`src/rtl/uart_pkg.sv`:
```
// Shared definitions for the oversampled UART receiver: FSM encoding,
// parity scheme constants and the sample-tick divisor helper.
package uart_pkg;

    typedef enum logic [2:0] {
        ST_IDLE,
        ST_START,
        ST_DATA,
        ST_PARITY,
        ST_STOP,
        ST_WAIT_HIGH
    } rx_state_t;

    localparam int PARITY_NONE = 0;
    localparam int PARITY_EVEN = 1;
    localparam int PARITY_ODD  = 2;

    // Clocks per sample tick, never below one.
    function automatic int calc_div(input int clocks, input int baud, input int oversample);
        int d;
        d = clocks / (baud * oversample);
        return (d < 1) ? 1 : d;
    endfunction

endpackage

```
`src/rtl/baud_tick_generator.sv`:
```
// Free-running divider producing a one-cycle sample tick every DIV clocks;
// restart realigns the phase to the detected start edge.
module baud_tick_generator #(
    parameter int DIV = 1
) (
    input  logic clock,
    input  logic reset,
    input  logic restart,
    output logic tick
);

    localparam int CW = (DIV > 1) ? $clog2(DIV) : 1;
    localparam logic [CW-1:0] LAST = CW'(DIV - 1);

    logic [CW-1:0] count;

    // NOTE: clocked state uses non-blocking assignments so every register samples pre-edge values.
    always_ff @(posedge clock or posedge reset) begin
        if (reset) begin
            count <= '0;
        end else if (restart || count == LAST) begin
            count <= '0;
        end else begin
            count <= count + CW'(1);
        end
    end

    assign tick = (count == LAST);

endmodule

```
`src/rtl/uart_rx_oversampled.sv`:
```
// Oversampling UART receiver: 2-of-3 mid-bit voting, optional parity,
// 1 or 2 stop bits, break handling, one-cycle result pulses.
module uart_rx_oversampled
    import uart_pkg::*;
#(
    parameter int CLOCKS_PER_SECOND = 100000000,
    parameter int BAUD_RATE         = 115200,
    parameter int OVERSAMPLE        = 16,
    parameter int DATA_BITS         = 8,
    parameter int PARITY_MODE       = 0,
    parameter int STOP_BITS         = 1
) (
    input  logic                 clock,
    input  logic                 reset,
    input  logic                 serial_connection,
    output logic [DATA_BITS-1:0] data,
    output logic                 valid,
    output logic                 parity_error,
    output logic                 framing_error,
    output logic                 busy
);

    localparam int DIV = calc_div(CLOCKS_PER_SECOND, BAUD_RATE, OVERSAMPLE);
    localparam int SW  = $clog2(OVERSAMPLE);
    localparam logic [SW-1:0] VOTE_FIRST = SW'(OVERSAMPLE / 2 - 1);
    localparam logic [SW-1:0] VOTE_MID   = SW'(OVERSAMPLE / 2);
    localparam logic [SW-1:0] VOTE_LAST  = SW'(OVERSAMPLE / 2 + 1);
    localparam logic [SW-1:0] BIT_LAST   = SW'(OVERSAMPLE - 1);
    localparam logic [3:0]    DATA_LAST  = 4'(DATA_BITS - 1);
    localparam logic          STOP_LAST  = 1'(STOP_BITS - 1);
    localparam logic          ODD_PARITY = (PARITY_MODE == PARITY_ODD);

    logic [1:0]           sync_ff;
    logic [1:0]           settle;
    logic                 line_high;
    logic                 rx;
    logic                 start_edge;
    rx_state_t            state, state_next;
    logic                 tick, restart;
    logic [SW-1:0]        sample_cnt;
    logic [1:0]           samples;
    logic                 vote, vote_point, bit_end;
    logic [3:0]           bit_cnt;
    logic                 stop_cnt;
    logic [DATA_BITS-1:0] shift;
    logic                 parity_bad, stop_bad;
    logic                 frame_done, frame_ferr;

    // Synchronizer idles high; settle keeps the reset value of the flops from
    // looking like line activity, so a frame needs a real high-to-low edge.
    always_ff @(posedge clock or posedge reset) begin
        if (reset) begin
            sync_ff   <= 2'b11;
            settle    <= 2'b00;
            line_high <= 1'b0;
        end else begin
            sync_ff   <= {sync_ff[0], serial_connection};
            settle    <= {settle[0], 1'b1};
            line_high <= settle[1] & rx;
        end
    end

    assign rx         = sync_ff[1];
    assign start_edge = settle[1] && line_high && !rx;

    baud_tick_generator #(.DIV(DIV)) u_tick (
        .clock   (clock),
        .reset   (reset),
        .restart (restart),
        .tick    (tick)
    );

    assign vote_point = tick && (sample_cnt == VOTE_LAST);
    assign bit_end    = tick && (sample_cnt == BIT_LAST);
    assign vote       = (samples[1] & samples[0]) | (samples[1] & rx) | (samples[0] & rx);
    assign busy       = (state != ST_IDLE);

    always_ff @(posedge clock or posedge reset) begin
        if (reset) state <= ST_IDLE;
        else       state <= state_next;
    end

    // NOTE: every signal driven here gets a default first, otherwise a latch is inferred.
    always_comb begin
        state_next = state;
        restart    = 1'b0;
        frame_done = 1'b0;
        frame_ferr = 1'b0;
        case (state)
            ST_IDLE: begin
                if (start_edge) begin
                    state_next = ST_START;
                    restart    = 1'b1;
                end
            end
            ST_START: begin
                if (vote_point && vote) state_next = ST_IDLE;
                else if (bit_end)       state_next = ST_DATA;
            end
            ST_DATA: begin
                if (bit_end && bit_cnt == DATA_LAST)
                    state_next = (PARITY_MODE == PARITY_NONE) ? ST_STOP : ST_PARITY;
            end
            ST_PARITY: begin
                if (bit_end) state_next = ST_STOP;
            end
            ST_STOP: begin
                if (vote_point && stop_cnt == STOP_LAST) begin
                    frame_done = 1'b1;
                    frame_ferr = stop_bad | !vote;
                    state_next = frame_ferr ? ST_WAIT_HIGH : ST_IDLE;
                end
            end
            ST_WAIT_HIGH: begin
                if (rx) state_next = ST_IDLE;
            end
            default: state_next = ST_IDLE;
        endcase
    end

    // The detect cycle counts as sample 0 of the start bit.
    always_ff @(posedge clock or posedge reset) begin
        if (reset) begin
            sample_cnt    <= '0;
            samples       <= '0;
            bit_cnt       <= '0;
            stop_cnt      <= 1'b0;
            shift         <= '0;
            parity_bad    <= 1'b0;
            stop_bad      <= 1'b0;
            data          <= '0;
            valid         <= 1'b0;
            parity_error  <= 1'b0;
            framing_error <= 1'b0;
        end else begin
            valid         <= 1'b0;
            parity_error  <= 1'b0;
            framing_error <= 1'b0;
            if (restart) begin
                sample_cnt <= SW'(1);
                bit_cnt    <= '0;
                stop_cnt   <= 1'b0;
                parity_bad <= 1'b0;
                stop_bad   <= 1'b0;
            end else if (tick) begin
                sample_cnt <= (sample_cnt == BIT_LAST) ? '0 : sample_cnt + SW'(1);
                if (sample_cnt == VOTE_FIRST || sample_cnt == VOTE_MID)
                    samples <= {samples[0], rx};
                if (vote_point) begin
                    case (state)
                        ST_DATA:   shift      <= {vote, shift[DATA_BITS-1:1]};
                        ST_PARITY: parity_bad <= (vote != ((^shift) ^ ODD_PARITY));
                        ST_STOP:   stop_bad   <= stop_bad | !vote;
                        default: ;
                    endcase
                end
                if (bit_end && state == ST_DATA)
                    bit_cnt <= (bit_cnt == DATA_LAST) ? '0 : bit_cnt + 4'(1);
                if (bit_end && state == ST_STOP)
                    stop_cnt <= stop_cnt + 1'b1;
            end
            if (frame_done) begin
                data          <= shift;
                valid         <= !(parity_bad | frame_ferr);
                parity_error  <= parity_bad;
                framing_error <= frame_ferr;
            end
        end
    end

endmodule
```
`config.mk`:
```
export PLATFORM = sky130hd
export DESIGN_NAME = uart_rx_oversampled
export DESIGN_NICKNAME = d
export VERILOG_FILES = /design/src/rtl/uart_pkg.sv /design/src/rtl/baud_tick_generator.sv /design/src/rtl/uart_rx_oversampled.sv
export SDC_FILE = /design/constraint.sdc
export NUM_CORES = 1
export LEC_CHECK = 0
export ABC_AREA = 1
export CORE_ASPECT_RATIO = 2
export CORE_MARGIN = 4
export CORE_UTILIZATION = 53
export DETAILED_ROUTE_END_ITERATION = 10
export PLACE_DENSITY_LB_ADDON = 0.12
export SYNTH_ARGS = -nofsm -noshare
export SYNTH_HDL_FRONTEND = slang
export SYNTH_SLANG_ARGS = --single-unit
```
`constraint.sdc`:
```
create_clock -name clock -period 1.72 [get_ports clock]
set_clock_uncertainty 0.15 [all_clocks]
set_input_delay 0.258 -clock clock [delete_from_list [all_inputs] [get_ports clock]]
set_output_delay 0.258 -clock clock [all_outputs]
set_load 0.05 [all_outputs]
```
* Yosys cells after proc, flatten, opt, wreduce, memory -nomap -nowiden
Index checks and enable logic that the tools add are counted.
** Storage, ports and cells
- Register bits :: 46
- Output and inout port bits :: 12
** Operators by class
- Add/sub/neg operators :: 4
- Equal/unequal tests :: 18
- Multiplexer cells :: 37
- Bitwise logic cells :: 10
- Reductions and logical operators :: 30
** Operator list (number)
- two-way mux 4 bit :: 7
- two-way mux 3 bit :: 8
- two-way mux 1 bit :: 20
- case mux 3 bit (6 select lines) :: 1
- equality test 4 bit (second input constant) :: 3
- nonzero test 2 bit :: 6
- inequality test 2 bit (second input constant) :: 5
- logical AND 1 bit :: 9
- AND reduction 3 bit :: 3
- adder 4 x 1 -> 4 bit (second input constant) :: 2
- equality test 4 x 3 -> 1 bit (second input constant) :: 2
- parity 8 bit :: 1
- adder 6 x 1 -> 6 bit (second input constant) :: 1
- equality test 3 x 2 -> 1 bit (second input constant) :: 2
- equality test 3 bit (second input constant) :: 2
- equality test 6 bit (second input constant) :: 1
- two-way mux 6 bit :: 1
- AND reduction 6 bit :: 1
- AND 1 bit :: 4
- OR 1 bit :: 4
- AND reduction 2 bit :: 2
- AND reduction 4 bit :: 1
- equality test 3 x 1 -> 1 bit (second input constant) :: 1
- logical NOT 1 bit :: 3
- 7 further kinds :: 9

* Longest topological paths before layout
Gate-level depths: netlist of the first run.
- Depth in word-level cells :: 10
- Depth in mapped cells :: 11
- Gate-level depth less buffers :: 11

* By module
A second synthesis of the first run with hierarchy kept.
** Second synthesis, totals
- Cell total of the unflattened synthesis :: 285
- Area total of the unflattened synthesis :: 2309.7 um^2
** By module, submodules not included
- uart_rx_oversampled :: instances 1, cells an instance 253, area each 2000.7 um^2, sequential area each 1003.5 um^2
- baud_tick_generator :: instances 1, cells an instance 32, area each 309.0 um^2, sequential area each 150.1 um^2

* Least setup slack after synthesis of the first run
Ideal clock, no wire load.
- Kind :: reg2reg
- From :: reg sample_cnt[1]
- To :: reg data[0]
- Library setup time :: 0.120 ns
- Arrival time :: 1.352 ns
- Required time :: 1.450 ns
- Setup slack :: 0.098 ns
- Cell stages (with the launch flop) :: 11
- Buffers on the path :: 1
- Period minus slack after synthesis :: 1.622 ns
- Path through :: dfrtp_1 -> inv_1 -> ha_1 -> inv_1 -> nor2_1 -> nand2_2 -> clkinv_2 -> nand3_4 -> buf_6 -> nand2_1 -> o21ai_2
** On the way
- Cells in the longest elaborated chain, start to end :: 5
** Ends and longest elaborated chain
- start, declared :: RTL line uart_rx_oversampled.sv:40 : logic [SW-1:0] sample_cnt;
- start signal, assigned :: RTL line uart_rx_oversampled.sv:146 : sample_cnt <= (sample_cnt == BIT_LAST) ? '0 : sample_cnt + SW'(1);
- equality test 4 bit :: RTL line uart_rx_oversampled.sv:73 : assign vote_point = tick && (sample_cnt == VOTE_LAST);
- logical AND 1 bit :: RTL line uart_rx_oversampled.sv:73
- logical AND 1 bit :: RTL line uart_rx_oversampled.sv:108 : if (vote_point && stop_cnt == STOP_LAST) begin
- two-way mux 1 bit :: RTL line uart_rx_oversampled.sv:108
- two-way mux 1 bit :: RTL line uart_rx_oversampled.sv:89 : case (state)
- end signal, assigned :: RTL line uart_rx_oversampled.sv:163 : data <= shift;
- end, declared :: RTL line uart_rx_oversampled.sv:16 : output logic [DATA_BITS-1:0] data,
No other way between the ends.
A chain may end at the register's enable or synchronous reset.

* Worst setup path after layout of the first run
- From :: reg u_tick.count[1]
- To :: reg state[1]
** On the way
- Cells in the longest elaborated chain, start to end :: 5
- Elaborated cells between the ends (all ways) :: 13
- Classes of those cells :: 5 x eq/ne; 2 x mux; 6 x reduce/logical
** Ends and longest elaborated chain
- start, declared :: RTL line baud_tick_generator.sv:15 : logic [CW-1:0] count;
- start signal, assigned :: RTL line baud_tick_generator.sv:24 : count <= count + CW'(1);
- equality test 6 bit * :: RTL line baud_tick_generator.sv:28 : assign tick = (count == LAST);
- logical AND 1 bit (on tied branches) :: RTL line uart_rx_oversampled.sv:73, uart_rx_oversampled.sv:74
- logical AND 1 bit (on tied branches) :: RTL line uart_rx_oversampled.sv:97, uart_rx_oversampled.sv:101, uart_rx_oversampled.sv:108
- inequality test 3 bit (no line) (tied with other cells)
- AND reduction 6 bit (no line) / case mux 3 bit (6 select lines) (equally long branches)
- end signal, assigned :: RTL line uart_rx_oversampled.sv:80 : else state <= state_next;
- end, declared :: RTL line uart_rx_oversampled.sv:38 : rx_state_t state, state_next;
Mark *: on every way between the ends. The rest lies on a longest branch, timed or not.

==> results of run 1 <==
[state kept, by name (all words and copies together), names as in the netlist, 2 cells and up]
register,cells
shift,8
sample_cnt,4
samples,2
data,8
settle,2
state,3
bit_cnt,4
sync_ff,2
u_tick.count,6
[layer usage]
layer | share of wire | global-route usage | vias up
met5 | 0 | 0 | -
met4 | 0.021 | 0.07678 | 0
met3 | 0.022 | 0.03387 | 9
met2 | 0.59 | 0.3659 | 23
met1 | 0.37 | 0.2203 | 888
li1 | - | - | 948
[worst register-to-register path, cell delays in order (launching register included)]
cell and delay, ps:
dfrtp_1 400, inv_2 70, ha_4 120, nand2_2 60, nor2_4 210, nand3_2 130, nand2_2 90, nand2_2 60
nor2_4 130, nand2_2 90, nand2_2 60, nand2_2 40
[what timing repair did]
item / in CTS / in global routing
gates cloned: 1 / 0
pin swaps: 3 / 6
buffers inserted: 2 / 2
resized for setup: 6 / 40
endpoints found under the setup margin: 19 / 32
[metrics by stage]
| step | hold WS, ps | cell area (sq um) |
|---|---|---|
| floorplan | 112.5 | 2328 |
| global placement | 184.3 | 2641 |
| detailed placement | 204.1 | 2641 |
| CTS | 4.645 | 2780 |
| global route | 15.89 | 2923 |
| finish | 6.938 | 2923 |
[power groups by stage]
stage / clock network [mW] / registers [mW] / logic (mW)
after floorplan: 0 / 1.36 / 0.642
after CTS: 0.693 / 1.35 / 1.04
after global routing: 0.747 / 1.38 / 1.28
after detailed placement: 0 / 1.37 / 0.981
final: 0.677 / 1.36 / 1.14
after global placement: 0 / 1.36 / 0.959
[layout make-up]
| class | count | area [sq um] |
|---|---|---|
| tap | 52 | 65.06 |
| timing repair buffer | 36 | 304.0 |
| fill | 331 | 1247 |
| clock buffer | 7 | 86.33 |
| sequential | 46 | 1154 |
| inverter | 39 | 153.9 |
| clock inverter | 1 | 5.005 |
| multi-input combinational | 188 | 1155 |
[cells in the mapped netlist (3+ instances only)]
master and n:
a21oi_1 10, dfrtp_1 44, ha_1 6, inv_1 28, inv_2 10, nand2_1 82
nand2_2 3, nand3_1 20, nor2_1 16, nor2_2 3, nor2_4 5, nor3_1 4
o21ai_0 9, o21ai_2 16, xor2_1 3
[worst max path at each step]
stage / cells past startpoint / endpoint / start / slack, ps
2_1_floorplan: 10 / data[0] / sample_cnt[1] / 100
3_3_place_gp: 9 / shift[0] / sample_cnt[1] / -10
3_5_place_dp: 9 / shift[0] / u_tick.count[1] / -40
4_1_cts: 11 / state[1] / u_tick.count[1] / 3
5_1_grt: 11 / state[2] / u_tick.count[1] / -100
6_report: 11 / state[1] / u_tick.count[1] / 9
[kinds of logic (layout without fill, tap and decap cells)]
group | after synthesis | in the layout | share of synthesized area
flops | 46 | 46 | 0.4954
compound gates | 38 | 38 | 0.1091
simple gates | 138 | 139 | 0.2735
fa+ha+maj | 6 | 6 | 0.03224
other cells | 1 | 1 | 0.001610
xor+xnor | 4 | 4 | 0.01505
buf+inv | 41 | 83 | 0.07308
==> run summary, run 1 <==
The number of hold violations in the final report came out at 0. The required arrival time at the worst endpoint is 1760 ps. Row generation in the floorplan step produced 33 rows. After layout, the minimum clock period comes to 1711 ps. The fraction of layout cells with a size suffix above 1 is 0.3785.

Detailed placement finished with a half-perimeter wire length of 3559 um. The net switching power figure is 1.147 mW. The total of flip-flops plus latches after synthesis is 46.

The fraction of power consumed by combinational cells is 0.358. TritonCTS built the clock tree. The final worst-path cycle share came out at 0.9947. The number of clock sinks seen by CTS is 46.

The worst slack at placement came out at -38.75 ps. The delay contributed by the slowest stage of the critical path came out at 400 ps. The depth of the worst register-to-register path is 11. The wire length of the first global-routing pass came out at 8280 um. The flow ran to the end, and the final reports show no timing, DRC or antenna violations. The starting density of the core came out at 0.5584. The cell family contributing the most delay on the critical path is simple AND/OR/NAND/NOR gates. By instance count, the cell type seen most on the critical path is nand2_2. The post-synthesis cell type count came out at 27. The I/O pin count came out at 15. Clock tree synthesis selected as its root buffer the cell clkbuf_8. Walking the worst path, the cells encountered are inv_2 -> ha_4 -> nand2_2 -> nor2_4 -> nand3_2 -> nand2_2 -> nand2_2 -> nor2_4 -> nand2_2 -> nand2_2 -> nand2_2. The number of global-route vias before repair is 1,901.

The final worst slack came out at 9.068 ps. For the pin with the worst max-slew slack, the measured transition is 529.4 ps. The most common cell after layout, fill and taps aside is nand2_1. The number of buffer cells added on primary ports came out at 14.

The clock transition at the register clock pins on the worst setup and hold paths after CTS came out at 80 ps. Hold repair after CTS inserted 0 buffers. After synthesis, the cell types taking the most area are dfrtp_1 (47%), nand2_1 (13%), o21ai_2 (6.0%), inv_1 (4.5%), nand3_1 (4.3%).

The weighted congestion reported at the end of routability-driven placement is 0.8532. The cell with the largest stage delay on the worst path is dfrtp_1. The initial antenna violation count is 0. The standby leakage power came out at 1.355 nW. dfrtp_1 takes more of the synthesized area than any other cell. Setup violations remaining at the end of the flow were counted as 0. Counting both buffers and inverters, the worst setup path holds a total of 1.

The count of flip-flops with a built-in enable after synthesis came out at 0. The remaining design rule violation count is 0. For this run, the leading register cell type out of synthesis is dfrtp_1.

The routed layout has 1,868 vias. The final layout contains routed wiring with a total length of 4788 um. The arrival time of data at the critical path endpoint is 1760 ps. The setup TNS after final layout came out at 0 ps. The largest voltage drop on the vdd net is 0.7791 mV.

The switching fraction of total power is 0.3614. The launch instance of the worst register-to-register path is u_tick.count[1]. STA classifies the critical path endpoint as a flip-flop. The count of warnings emitted by yosys is 0. The synthesized net count is 283. After detailed routing, the average wire length per cell comes to 12.98 um. The total internal power came out at 2.026 mW. The relative contribution of the clock network to total power came out at 0.214. Of the synthesized area, sequential elements account for 0.4954. The number of antenna diodes in the final layout is 0.

The top cell types in the final layout, fill and taps aside, are nand2_1 (62), dfrtp_1 (44), buf_4 (31). Max-cap violations in this run came to 0. Setup repair after global routing could not meet its margin everywhere. The placed cell count came out at 356. The number of CTS-inserted buffers is 5. The pin count of the biggest net entering global routing is 29. Of all flip-flops after synthesis, the portion carrying an async set or reset was 1.000. The maximum count of clock buffers along a single path is 2.

The setup path with the least slack is of type reg2reg. The number of antenna-violating nets in the routed design is 0. From bottom edge to top edge, the die measures 101.7 um. The class of the most critical hold timing path is in2async.

The global router's overall resource usage is 0.2020. The area inside the core boundary came out at 4170 sq um. The maximum clock frequency came out at 0.5845 GHz.

The area added between synthesis and finish came out at 25.52%. The register share of total power is 0.428. The die footprint is 5582 sq um. The maximum level of the CTS H-tree is 2.

The final net count came out at 325. The detailed router's first-iteration violation count came out at 37. Synthesis produced a netlist whose cell count is 274. The netlist area before placement came out at 2328 sq um.

The worst pin sits at a relative slew slack of 0.6451. The post-synthesis area per instance is 8.498 sq um. The total chip power is 3.172 mW. At the end of the flow the core is filled with cells to 0.7009.

The length of the first detailed-routing pass in iterations came out at 4. The die is 54.87 um wide. The worst setup slack for register-to-register paths is 9 ps.

In this run the critical register-to-register path is captured at state[1]. Dividing total power by cell area gives a power density of 1085 nW/um^2. The number of pins with negative max-slew slack in the final report came to 0. The critical path startpoint category is a flip-flop.

The later-pin clock latency in the skew report is 300 ps. The total overflow reported by the global router is 0. The number of cells in the finished layout apart from fillers came out at 369. The via-per-instance ratio came out at 5.062. The maximum fanout along the worst path came out at 6. The area share of the largest cell type after synthesis is 0.4729.
Power figures use the tool's default switching activity.
==> run 2: changes to the inputs <==
- CORE_ASPECT_RATIO: 2 -> 0.9
==> run 2 against run 1 <==
Register-to-register slack about the same. Die area decreased by 1.1%. Global-route usage decreased by 2.5 points. Via count is 4.2% lower. Cell area fell by 2.0%. Sequential power about the same. Largest power group unchanged.
==> run summary, run 2 (synthesized netlist as in run 1, its figures left out) <==
The largest voltage drop on the vdd net came out at 0.6606 mV (-15%). The via count came to 1,789 (-4.2%). The die footprint is 5519 sq um (-1.1%). The I/O pin count is 15 (unchanged). The number of pins with negative max-slew slack in the final report is 0 (unchanged). The later-pin clock latency in the skew report is 300 ps (about the same). The number of CTS-inserted buffers came out at 5 (unchanged). The register share of total power is 0.401 (-0.027).

The fraction of power consumed by combinational cells is 0.314 (-0.044). The number of cells in the finished layout apart from fillers is 373 (+1.1%). The net switching power figure was 1.106 mW (-3.6%). The required arrival time at the worst endpoint is 1770 ps (about the same). The clock transition at the register clock pins on the worst setup and hold paths after CTS is 90 ps (about the same). The number of diodes added for antenna fixing came out at 0 (unchanged). The standby leakage power came to 1.342 nW (-0.96%). The pin count of the biggest net entering global routing came out at 32 (+10%). The arrival time of data at the critical path endpoint came out at 1770 ps (about the same).

The largest registers in the layout are data (8), shift (8), u_tick.count (6). The detailed router's first-iteration violation count came out at 87 (+140%). The maximum fanout along the worst path came out at 6 (unchanged). The maximum clock frequency is 0.5822 GHz (-0.40%). The fraction of the core area covered by cells at the end of the flow is 0.6890 (-0.01183). The maximum level of the CTS H-tree came out at 2 (unchanged). The total power density per cell area came out at 1172 nW/um^2 (+8.0%). The wire length after detailed routing came out at 4434 um (-7.4%). The number of global-route vias before repair came out at 1,756 (-7.6%).

The remaining design rule violation count is 0 (unchanged). The number of clock sinks seen by CTS is 46 (unchanged). The weighted congestion reported at the end of routability-driven placement is 0.8214 (-3.7%). The global router's overall resource usage is 0.1767 (-0.02532). CTS placed an instance of clkbuf_8 at the clock tree root. The type of the setup path with the least slack is reg2reg. The relative contribution of the clock network to total power was 0.285 (+0.071). The starting density of the core was 0.5602 (+0.001849). Setup repair after global routing could not meet its margin everywhere. The final worst-path cycle share is 0.9987 (+0.003968). The estimated wirelength of the detail-placed design is 3135 um (-12%). The width of the die was 77.87 um (+42%).

The switching fraction of total power came out at 0.3293 (-0.03212). The final setup violation count is 0 (unchanged). The die span in y was 70.88 um (-30%). The number of buffer cells added on primary ports is 14 (unchanged). The number of maximum-capacitance constraint violations is 0 (unchanged). The final net count came out at 321 (-1.2%). The number of hold violations in the final report is 0 (unchanged). The flow ran to the end, and the final reports show no timing, DRC or antenna violations. TritonCTS built the clock tree.

The number of inserted filler cells in the final layout came to 338 (+2.1%). The number of antenna-violating nets in the routed design was 0 (unchanged). The total overflow reported by the global router came to 0 (unchanged).

The area of the multi-input gates was 1076 sq um (-6.8%). Relative to the synthesized area, the layout overhead comes to 23.00%. The length of the first detailed-routing pass in iterations is 4 (unchanged). The total internal power is 2.252 mW (+11%).

The placed cell count is 359 (+0.84%). Leaving out fill and tap cells, the most frequent cell in the layout is nand2_1. The wire length of the first global-routing pass is 7817 um (-5.6%). The via-per-instance ratio is 4.796 (-5.3%). The total chip power is 3.358 mW (+5.8%).

The worst setup path is captured at a flip-flop. The sequential standard cell area is 1154 sq um (unchanged). The cell row count is 22 (-33%). The minimum clock period came to 1718 ps (+6.825 ps).

The fraction of layout cells with a size suffix above 1 came out at 0.3163 (-0.06225). The maximum count of clock buffers along a single path came out at 2 (unchanged). The area inside the core boundary came out at 4156 sq um (-0.33%). The number of hold-repair buffers added at the cts stage is 0 (unchanged). The library cells used most frequently in the layout, excluding fill and tap cells, are nand2_1 (74), dfrtp_1 (44), buf_4 (28). The min-delay analysis places its worst path in the category in2async.

STA classifies the critical path startpoint as a flip-flop. The initial antenna violation count is 0 (unchanged). The per-cell routed wire length came to 11.89 um (-8.4%).
run 2: changes by cell type in the layout (fill, tap and decap cells not counted), sizes merged:
| cell | previous run | this run |
|---|---|---|
| clkinv | 2 | 1 |
| bufinv | 0 | 2 |
| inv | 38 | 39 |
| clkbuf | 7 | 5 |
| buf | 34 | 30 |
run 2: layout make-up:
cell class              instances  share of cell area
inverters                      39             0.05286
clock inverters                 3             0.02403
repair buffers                 32             0.09436
flip-flops and latches         46              0.4028
multi-input cells             188              0.3757
clock buffers                   5             0.02403
well taps                      60             0.02621
run 2: what timing repair did:
item | CTS | global route
pin swaps | 1 | 8
buffers inserted | 1 | 4
endpoints found under the setup margin | 22 | 31
cloned | 1 | 0
gates resized for setup | 5 | 15
run 2: final timing paths:
kind                                 start    endpoint  slack (ps)  depth (start not counted)
max                        u_tick.count[1]    state[2]           2                         11
min                                  reset   settle[0]         130                          3
max reg2reg                u_tick.count[1]    state[2]           2                         11
min reg2reg                      settle[0]   settle[1]         210                          0
max in group asynchronous            reset  sync_ff[0]        1060                          3
min in group clock               settle[0]   settle[1]         210                          0
run 2: power groups by stage:
stage	combinational (mW)	sequential [mW]	clock (mW)
floorplan	0.642	1.36	0
global placement	0.930	1.36	0
detailed placement	0.950	1.37	0
CTS	0.993	1.35	0.976
global route	1.18	1.37	1.03
finish	1.05	1.35	0.957
run 2: critical path, cell delays in order (launching register included):
cell	delay (ps)
dfrtp_1	380
inv_1	70
ha_2	170
nand2_2	60
nor2_4	200
nand3_2	110
nand2_2	80
nand2_2	60
nor2_4	150
nand2_2	80
nand2_1	60
nand2_1	50
run 2: through the flow:
step,setup WS (ps),hold slack (ps),TNS [ps],area (sq um)
after detailed placement,-42.97,191.1,-302.5,2614
after CTS,13.29,134.7,0,2790
final,2.243,134.4,0,2864
after global placement,17.17,185.0,0,2614
after global routing,-124.5,162.9,-1593,2864
after floorplan,98.28,112.5,0,2328
run 2: routing by layer:
layer / vias to the layer above / wire length [um] / GRT usage
li1: 939 / - / -
met1: 824 / 2257 / 0.2504
met2: 21 / 1990 / 0.2728
met3: 5 / 139 / 0.03817
met4: 0 / 46 / 0.05336
met5: - / 0 / 0
